File: src/rtl/uart_tx_cfg.sv
// uart_tx_cfg: UART transmitter with a small write FIFO and per-frame runtime
// configuration (bit divisor, data width, parity, stop bits).
//
// state    | meaning
// ---------+----------------------------------------------------------
// S_IDLE   | line high, waiting for a FIFO entry
// S_START  | start bit (0) for one bit period
// S_DATA   | data bits, LSB first, one bit period each
// S_PARITY | optional parity bit for one bit period
// S_STOP   | stop bit(s) high for one or two bit periods
module uart_tx_cfg #(
  parameter int CLK_FREQ      = 100_000_000,
  parameter int MAX_DATA_BITS = 9,
  parameter int FIFO_DEPTH    = 8
) (
  input  logic                         clk,
  input  logic                         rst,
  input  logic [15:0]                  cfg_div,
  input  logic [3:0]                   cfg_data_bits,
  input  logic [1:0]                   cfg_parity,
  input  logic                         cfg_stop2,
  input  logic                         s_valid,
  input  logic [MAX_DATA_BITS-1:0]     s_data,
  output logic                         s_ready,
  output logic [$clog2(FIFO_DEPTH):0]  fifo_count,
  output logic                         tx_serial,
  output logic                         tx_busy,
  output logic                         tx_done
);

  localparam int AW = $clog2(FIFO_DEPTH);
  localparam int CW = AW + 1;
  localparam logic [3:0] MAX_BITS = 4'(MAX_DATA_BITS);

  if (CLK_FREQ <= 0 || MAX_DATA_BITS < 5 || MAX_DATA_BITS > 9 ||
      FIFO_DEPTH < 2 || (FIFO_DEPTH & (FIFO_DEPTH - 1)) != 0) begin : g_bad_param
    $error("uart_tx_cfg: illegal parameter value");
  end

  typedef enum logic [2:0] {S_IDLE, S_START, S_DATA, S_PARITY, S_STOP} state_t;

  state_t state_q, state_d;

  logic [MAX_DATA_BITS-1:0] mem [FIFO_DEPTH];
  logic [AW-1:0]            wr_ptr_q, rd_ptr_q;
  logic [CW-1:0]            count_q;
  logic                     push, pop, fifo_empty;

  logic [15:0]              eff_div;
  logic [3:0]               eff_bits;
  logic                     eff_par_en, eff_par_odd;

  logic [15:0]              div_q, div_d;
  logic [3:0]               nbits_q, nbits_d;
  logic                     par_en_q, par_en_d;
  logic                     par_odd_q, par_odd_d;
  logic                     stop2_q, stop2_d;
  logic [MAX_DATA_BITS-1:0] shift_q, shift_d;
  logic                     par_q, par_d;
  logic [3:0]               bit_cnt_q, bit_cnt_d;
  logic [16:0]              tmr_q, tmr_d;
  logic                     serial_q, serial_d;
  logic                     done_q, done_d;
  logic                     busy_q;
  logic                     begin_frame;

  assign fifo_empty = (count_q == '0);
  assign s_ready    = (count_q != CW'(FIFO_DEPTH));
  assign push       = s_valid && s_ready;
  assign fifo_count = count_q;
  assign tx_serial  = serial_q;
  assign tx_busy    = busy_q;
  assign tx_done    = done_q;

  // Effective configuration values, sampled only at frame start.
  always_comb begin
    eff_div = (cfg_div < 16'd2) ? 16'd2 : cfg_div;
    if (cfg_data_bits < 4'd5)
      eff_bits = 4'd5;
    else if (cfg_data_bits > MAX_BITS)
      eff_bits = MAX_BITS;
    else
      eff_bits = cfg_data_bits;
    eff_par_en  = (cfg_parity == 2'b01) || (cfg_parity == 2'b10);
    eff_par_odd = (cfg_parity == 2'b10);
  end

  // FIFO storage; the array itself needs no reset since count_q gates reads.
  always_ff @(posedge clk) begin
    if (!rst && push)
      mem[wr_ptr_q] <= s_data;
  end

  // Next-state and datapath for the transmit FSM; bit timer counts down to 0.
  always_comb begin
    state_d     = state_q;
    div_d       = div_q;
    nbits_d     = nbits_q;
    par_en_d    = par_en_q;
    par_odd_d   = par_odd_q;
    stop2_d     = stop2_q;
    shift_d     = shift_q;
    par_d       = par_q;
    bit_cnt_d   = bit_cnt_q;
    tmr_d       = tmr_q;
    serial_d    = serial_q;
    done_d      = 1'b0;
    pop         = 1'b0;
    begin_frame = 1'b0;

    case (state_q)
      S_IDLE: begin
        serial_d = 1'b1;
        if (!fifo_empty)
          begin_frame = 1'b1;
      end
      S_START: begin
        if (tmr_q == '0) begin
          state_d   = S_DATA;
          serial_d  = shift_q[0];
          par_d     = shift_q[0];
          shift_d   = shift_q >> 1;
          bit_cnt_d = nbits_q - 4'd1;
          tmr_d     = {1'b0, div_q} - 17'd1;
        end else begin
          tmr_d = tmr_q - 17'd1;
        end
      end
      S_DATA: begin
        if (tmr_q == '0) begin
          if (bit_cnt_q != '0) begin
            serial_d  = shift_q[0];
            par_d     = par_q ^ shift_q[0];
            shift_d   = shift_q >> 1;
            bit_cnt_d = bit_cnt_q - 4'd1;
            tmr_d     = {1'b0, div_q} - 17'd1;
          end else if (par_en_q) begin
            state_d  = S_PARITY;
            serial_d = par_q ^ par_odd_q;
            tmr_d    = {1'b0, div_q} - 17'd1;
          end else begin
            state_d  = S_STOP;
            serial_d = 1'b1;
            tmr_d    = stop2_q ? ({div_q, 1'b0} - 17'd1) : ({1'b0, div_q} - 17'd1);
          end
        end else begin
          tmr_d = tmr_q - 17'd1;
        end
      end
      S_PARITY: begin
        if (tmr_q == '0) begin
          state_d  = S_STOP;
          serial_d = 1'b1;
          tmr_d    = stop2_q ? ({div_q, 1'b0} - 17'd1) : ({1'b0, div_q} - 17'd1);
        end else begin
          tmr_d = tmr_q - 17'd1;
        end
      end
      S_STOP: begin
        if (tmr_q == '0) begin
          done_d   = 1'b1;
          serial_d = 1'b1;
          state_d  = S_IDLE;
          if (!fifo_empty)
            begin_frame = 1'b1;
        end else begin
          tmr_d = tmr_q - 17'd1;
        end
      end
      default: begin
        state_d  = S_IDLE;
        serial_d = 1'b1;
      end
    endcase

    // Frame start is shared by IDLE and back-to-back STOP exits.
    if (begin_frame) begin
      pop       = 1'b1;
      state_d   = S_START;
      serial_d  = 1'b0;
      shift_d   = mem[rd_ptr_q];
      div_d     = eff_div;
      nbits_d   = eff_bits;
      par_en_d  = eff_par_en;
      par_odd_d = eff_par_odd;
      stop2_d   = cfg_stop2;
      bit_cnt_d = '0;
      par_d     = 1'b0;
      tmr_d     = {1'b0, eff_div} - 17'd1;
    end
  end

  // State, FIFO pointers and registered outputs.
  always_ff @(posedge clk) begin
    if (rst) begin
      state_q   <= S_IDLE;
      wr_ptr_q  <= '0;
      rd_ptr_q  <= '0;
      count_q   <= '0;
      div_q     <= '0;
      nbits_q   <= '0;
      par_en_q  <= 1'b0;
      par_odd_q <= 1'b0;
      stop2_q   <= 1'b0;
      shift_q   <= '0;
      par_q     <= 1'b0;
      bit_cnt_q <= '0;
      tmr_q     <= '0;
      serial_q  <= 1'b1;
      done_q    <= 1'b0;
      busy_q    <= 1'b0;
    end else begin
      state_q   <= state_d;
      if (push)
        wr_ptr_q <= wr_ptr_q + AW'(1);
      if (pop)
        rd_ptr_q <= rd_ptr_q + AW'(1);
      count_q   <= count_q + CW'(push) - CW'(pop);
      div_q     <= div_d;
      nbits_q   <= nbits_d;
      par_en_q  <= par_en_d;
      par_odd_q <= par_odd_d;
      stop2_q   <= stop2_d;
      shift_q   <= shift_d;
      par_q     <= par_d;
      bit_cnt_q <= bit_cnt_d;
      tmr_q     <= tmr_d;
      serial_q  <= serial_d;
      done_q    <= done_d;
      busy_q    <= (state_d != S_IDLE);
    end
  end

endmodule

File: config.mk
export PLATFORM = sky130hd
export DESIGN_NAME = uart_tx_cfg
export DESIGN_NICKNAME = d
export VERILOG_FILES = /design/src/rtl/uart_tx_cfg.sv
export SDC_FILE = /design/constraint.sdc
export NUM_CORES = 1
export LEC_CHECK = 0
export ABC_AREA = 1
export CAP_MARGIN = 0
export CELL_PAD_IN_SITES_DETAIL_PLACEMENT = 1
export CELL_PAD_IN_SITES_GLOBAL_PLACEMENT = 2
export CORE_MARGIN = 8
export CORE_UTILIZATION = 32
export CTS_BUF_LIST = sky130_fd_sc_hd__clkbuf_16
export DETAILED_ROUTE_END_ITERATION = 8
export PLACE_DENSITY = 0.82
export SLEW_MARGIN = 20
export SYNTH_ARGS = -nofsm -noshare
export SYNTH_HDL_FRONTEND = slang
export SYNTH_SLANG_ARGS = --single-unit
File: constraint.sdc
create_clock -name clk -period 2.6 [get_ports clk]
set_input_delay 0.39 -clock clk [delete_from_list [all_inputs] [get_ports clk]]
set_output_delay 0.39 -clock clk [all_outputs]
set_load 0.01 [all_outputs]
# Word level (Yosys, flattened, before mapping)

Memory sizes are Yosys's and may differ from the RTL's. A register that Yosys moved wholly into a read port is not among the register bits.
Index checks and enable logic that the tools add are counted.

Register bits: 70
Memory bits (writable): 72
Input port bits: 35
Output and inout port bits: 8
Logic and storage cells: 115
Memories kept: 1

Add/subtract/negate cells: 10
Order comparisons: 3
Equality and inequality tests: 15
Mux-type cells: 48
Bitwise logic cells: 3
Reduce and logical (&&, ||, !) cells: 19

Memory list:

| name | words | bits a word | rd ports | clocked after memory_dff | write ports | line | RTL |
|---|---|---|---|---|---|---|---|
| mem  | 8     | 9           | 1        | 1                        | 1           | 44   | `logic [MAX_DATA_BITS-1:0] mem [FIFO_DEPTH];` |

Operators by type and width:

| kind                  | count |
|---|---|
| $mux 17               | 8 |
| $pmux 17 s4           | 1 |
| $mux 9                | 4 |
| $sub 16x1->17 const B | 2 |
| $sub 17x1->17 const B | 2 |
| $mux 3                | 9 |
| $mux 4                | 5 |
| $pmux 9 s2            | 1 |
| $logic_not 17->1      | 1 |
| $lt 16x2->1 const B   | 1 |
| $mux 16               | 1 |
| $pmux 3 s5            | 1 |
| $mux 1                | 14 |
| $ne 3x3->1 const B    | 4 |
| $pmux 4 s2            | 1 |
| $reduce_and 4->1      | 2 |
| $sub 4x1->4 const B   | 2 |
| $add 3x1->3 const B   | 2 |
| $eq 3x2->1 const B    | 2 |
| $ne 2x2->1 const B    | 3 |
| $reduce_bool 3->1     | 2 |
| $reduce_or 2->1       | 3 |
| $reduce_bool 5->1     | 1 |
| $add 4x1->4           | 1 |
| other kinds (22)      | 25 |

# Longest topological paths before layout

Word-level depth: 7
Gate-level depth with buffers: 18

# Worst setup path after synthesis

Ideal clock, no wire load.

Path kind: register to register
Start: register tmr_q[0]
End: register count_q[2] (netlist: fifo_count[2])
Setup time: 128 ps
Arrival time: 2485 ps
Required time: 2472 ps
Path slack: -13 ps
Cell stages (with the launch flop): 18
Path buffers: 2
Cell sequence: dfxtp_1 -> inv_1 -> ha_1 -> inv_1 -> nor2_1 -> nand4_2 -> nor2_8 -> o21ai_4 -> inv_2 -> buf_6 -> buf_4 -> ha_1 -> inv_1 -> ha_1 -> inv_1 -> fa_1 -> xor2_1 -> nor2_1

Cells in the longest elaborated chain, start to end: 5

Ends and longest elaborated chain:

| element                | line | RTL |
|---|---|---|
| start, declared        | 61   | `logic [16:0] tmr_q, tmr_d;` |
| start signal, assigned | 227  | `tmr_q <= tmr_d;` |
| $logic_not 17->1       | 160  | `if (tmr_q == '0) begin` |
| $mux 1                 | 160  |  |
| $pmux 1 s2             | 111  | `case (state_q)` |
| via begin_frame        | 65   | `logic begin_frame;` |
| $mux 1                 | 177  | `if (begin_frame) begin` |
| $sub 4x1->4            | 218  | `count_q <= count_q + CW'(push) - CW'(pop);` |
| end signal, assigned   | 218  |  |
| end, declared          | 46   | `logic [CW-1:0] count_q;` |

The timed path passes the listed nets, and every way through them passes these cells.
A chain may end at the register's enable or synchronous reset.

# Worst setup path after layout

Start: register tmr_q[0]
End: register count_q[2] (netlist: fifo_count[2])

Cells in the longest elaborated chain, start to end: 5

Ends and longest elaborated chain:

| element          | line |
|---|---|
| $logic_not 17->1 | 160 |
| $mux 1           | 160 |
| $pmux 1 s2       | 111 |
| $mux 1           | 177 |
| $sub 4x1->4      | 218 |

No other way between the ends.

==> key figures <==
Run status
  • Status: complete, no violations

Worst setup path
  • Worst setup endpoint: fifo_count[2]
  • R2R setup slack: 140 ps
  • Worst Path Max Fanout: 5
  • Crit start category: register
  • R2R depth: 15
  • Crit end category: register
  • CP Launch Point: tmr_q[0]
  • Arrival @ worst endpoint: 2780 ps
  • FF-to-FF Start: tmr_q[0]
  • Critical path class: register to register
  • Worst Path Required: 2920 ps
  • Crit Reg-Reg Endpoint: fifo_count[2]

Clock network
  • CTS sink count: 145
  • Post-CTS Setup Inserts: 0
  • Root Buffer: clkbuf_16
  • Clock Path Buffers: 2
  • TritonCTS buffer count: 17
  • Clock transition at the registers of the reported paths: 70 ps
  • CTS H-tree depth: 4
  • Clk Latency, worst-skew pair: 440 ps
  • CTS tree: yes

Timing
  • RSZ-0062 raised after global routing: false
  • Crit share post-route: 94.7%
  • Final setup viols: 0
  • Worst slew pin tran: 536 ps
  • Post-route setup slack: 138 ps
  • Rel. slew slack: 64.2%
  • Fin Clk Skew: 12.7 ps
  • Max Transition Viols Final: 0
  • Hold Fails Final Rpt: 0
  • Max Clk Rate: 406 MHz
  • Post-Route Setup TNS: 0 ps
  • Tmin final: 2460 ps
  • WHS: 449 ps

Routing
  • DR pass1 iterations: 5
  • Number of DRC markers in iteration 0: 349
  • Routed wire length per instance: 17.3 um
  • Vias: 7041
  • Final ANT Viol Nets: 0
  • Final wirelength: 24800 um
  • Drt via density: 4.91
  • Post-route DRC violation count: 0

Logic synthesis
  • Synth top area share: 27.8%
  • Number of flops mapped to enable cells by yosys: 72
  • Fraction of registers with async set/reset: 0%
  • Synth cell types: 44
  • Register area share after synthesis: 46.5%
  • Post-Synthesis Cells: 1011
  • Top FF cell, synth: dfxtp_1
  • Post-synthesis cell area: 7790 um2
  • Leading area contributor after synthesis: edfxtp_1
  • Flops & latches, synth: 145
  • Top post-synthesis cells by area: edfxtp_1 (28%), dfxtp_1 (19%), nand2_1 (11%)
  • Yosys warnings: 0
  • Synthesized net count: 1061
  • Mapped Avg Cell Area: 7.70 um2

Min path
  • Hold crit path type: register to register

Place
  • Placed cell count: 1403
  • Number of port buffers: 42
  • Pre-CTS WS: -64.9 ps
  • Hpwl dp: 18000 um
  • Post-DP Area: 8930 um2
  • RD Place Congestion: 0.835

Layout
  • Ant diodes: 0
  • Fin area: 9520 um2
  • Number of fill cells in the layout: 2999
  • Final std cells w/o fill: 1435
  • Share of cells above drive strength 1: 12.0%
  • Area grow syn2layout: 22.2%
  • Final net count: 1148
  • Final core occ: 39.5%

Floorplanning
  • Site Rows: 57
  • Die area: 29600 um2
  • Core area: 24100 um2
  • Initial core utilization: 32.3%
  • Io pins: 43
  • Die X: 172 um
  • Die Height: 172 um

Global route
  • Largest net degree at the start of global routing: 60
  • Initial antenna violation count: 0
  • Total track usage: 17.4%
  • Number of global-route vias before repair: 7338
  • First-pass GRT wire length: 39500 um
  • Total grt overflow: 0

Power
  • P_leak: 3.86 nW
  • Power per cell area: 1180 nW/um2
  • PnR Total Power: 11.2 mW
  • Peak supply drop: 466 uV

Run
  • Maxcap violations: 0
[area by class of cell]
| type | instances | area, um2 | share of cell area (%) |
|---|---|---|---|
| clock buffers | 17 | 425 | 4.47 |
| flip-flops and latches | 145 | 3620 | 38.1 |
| well taps | 324 | 405 | 4.26 |
| inverters | 93 | 349 | 3.67 |
| repair buffers | 102 | 896 | 9.41 |
| multi-input cells | 739 | 3660 | 38.4 |
| clock inverters | 15 | 160 | 1.68 |
[cell families (layout without fill, tap and decap cells)]
family / Yosys count / count (layout) / synth area share (%)
buffers and inverters: 127 / 227 / 6.59
AOI/OAI and AO/OA: 222 / 222 / 15.6
DFF: 145 / 145 / 46.5
muxes: 2 / 2 / 0.257
xor gates and xnor gates: 26 / 26 / 2.92
adders and majority gates: 15 / 15 / 2.51
and+or+nand+nor: 474 / 474 / 25.6
[worst min-delay path by stage]
| stage | end | cells after the start | startpoint |
|---|---|---|---|
| global placement | rd_ptr_q[2] | 1 | rd_ptr_q[2] |
| global route | rd_ptr_q[2] | 1 | rd_ptr_q[2] |
| finish | rd_ptr_q[2] | 1 | rd_ptr_q[2] |
| detailed placement | rd_ptr_q[2] | 1 | rd_ptr_q[2] |
| floorplan | register | 1 | rd_ptr_q[2] |
| CTS | rd_ptr_q[2] | 1 | rd_ptr_q[2] |
[registers in the layout, indices dropped and copies added, names as in the netlist, 3 cells and up, named ones only]
register and flops:
bit_cnt_q 4, div_q 16, fifo_count 4, mem 72, nbits_q 4, rd_ptr_q 3, shift_q 9, state_q 3
tmr_q 17, wr_ptr_q 3
[cell usage in the layout, fill, tap and decap left out, types with 17 or more instances in the layout]
master	count
nand2_1	220
o22ai_1	20
buf_4	58
nand3_1	57
dfxtp_1	72
clkdlybuf4s50_1	42
inv_1	80
clkbuf_16	17
edfxtp_1	72
o21ai_0	105
xor2_1	18
nor2_1	151
a21oi_1	65
[worst max-delay path: stages (launching register included)]
cell and delay (ps):
dfxtp_2 360, inv_1 80, ha_1 200, inv_1 90
nor2_1 50, nand4_2 130, nor2_8 50, o21ai_4 210
inv_2 80, ha_1 280, inv_1 60, ha_1 130
inv_1 60, fa_1 370, xor2_1 140, nor2_1 50
[repair_timing]
action                                  in CTS  in global routing
resized for setup                            0                  1
hold endpoints to repair                     0                  0
hold buffers                                 0                  0
endpoints found under the setup margin       0                  1
[routing by layer]
layer	global-route usage, %	wire length [um]	vias up
met5	0	0	-
met4	5.88	511	0
met3	3.15	721	31
met2	31.0	12400	90
met1	20.7	11200	3377
li1	-	-	3543
[cell usage after synthesis (all sizes together) (3+ instances only)]
| cell type | count |
|---|---|
| or2 | 3 |
| a21oi | 66 |
| buf | 14 |
| edfxtp | 72 |
| ha | 14 |
| o21ai | 117 |
| xor2 | 18 |
| nand4 | 6 |
| a211oi | 3 |
| xnor2 | 8 |
| o22ai | 20 |
| o211ai | 7 |
| dfxtp | 73 |
| nand3 | 57 |
| a31oi | 4 |
| nor3 | 15 |
| nand2 | 226 |
| inv | 91 |
| clkbuf | 20 |
| nor2 | 164 |
[where the power goes]
group	switching [mW]	leakage, nW	internal, mW
Clock	1.19	0.290	1.29
Combinational	3.60	2.32	1.87
Sequential	0.413	1.25	2.87
Power figures use the tool's default switching activity.
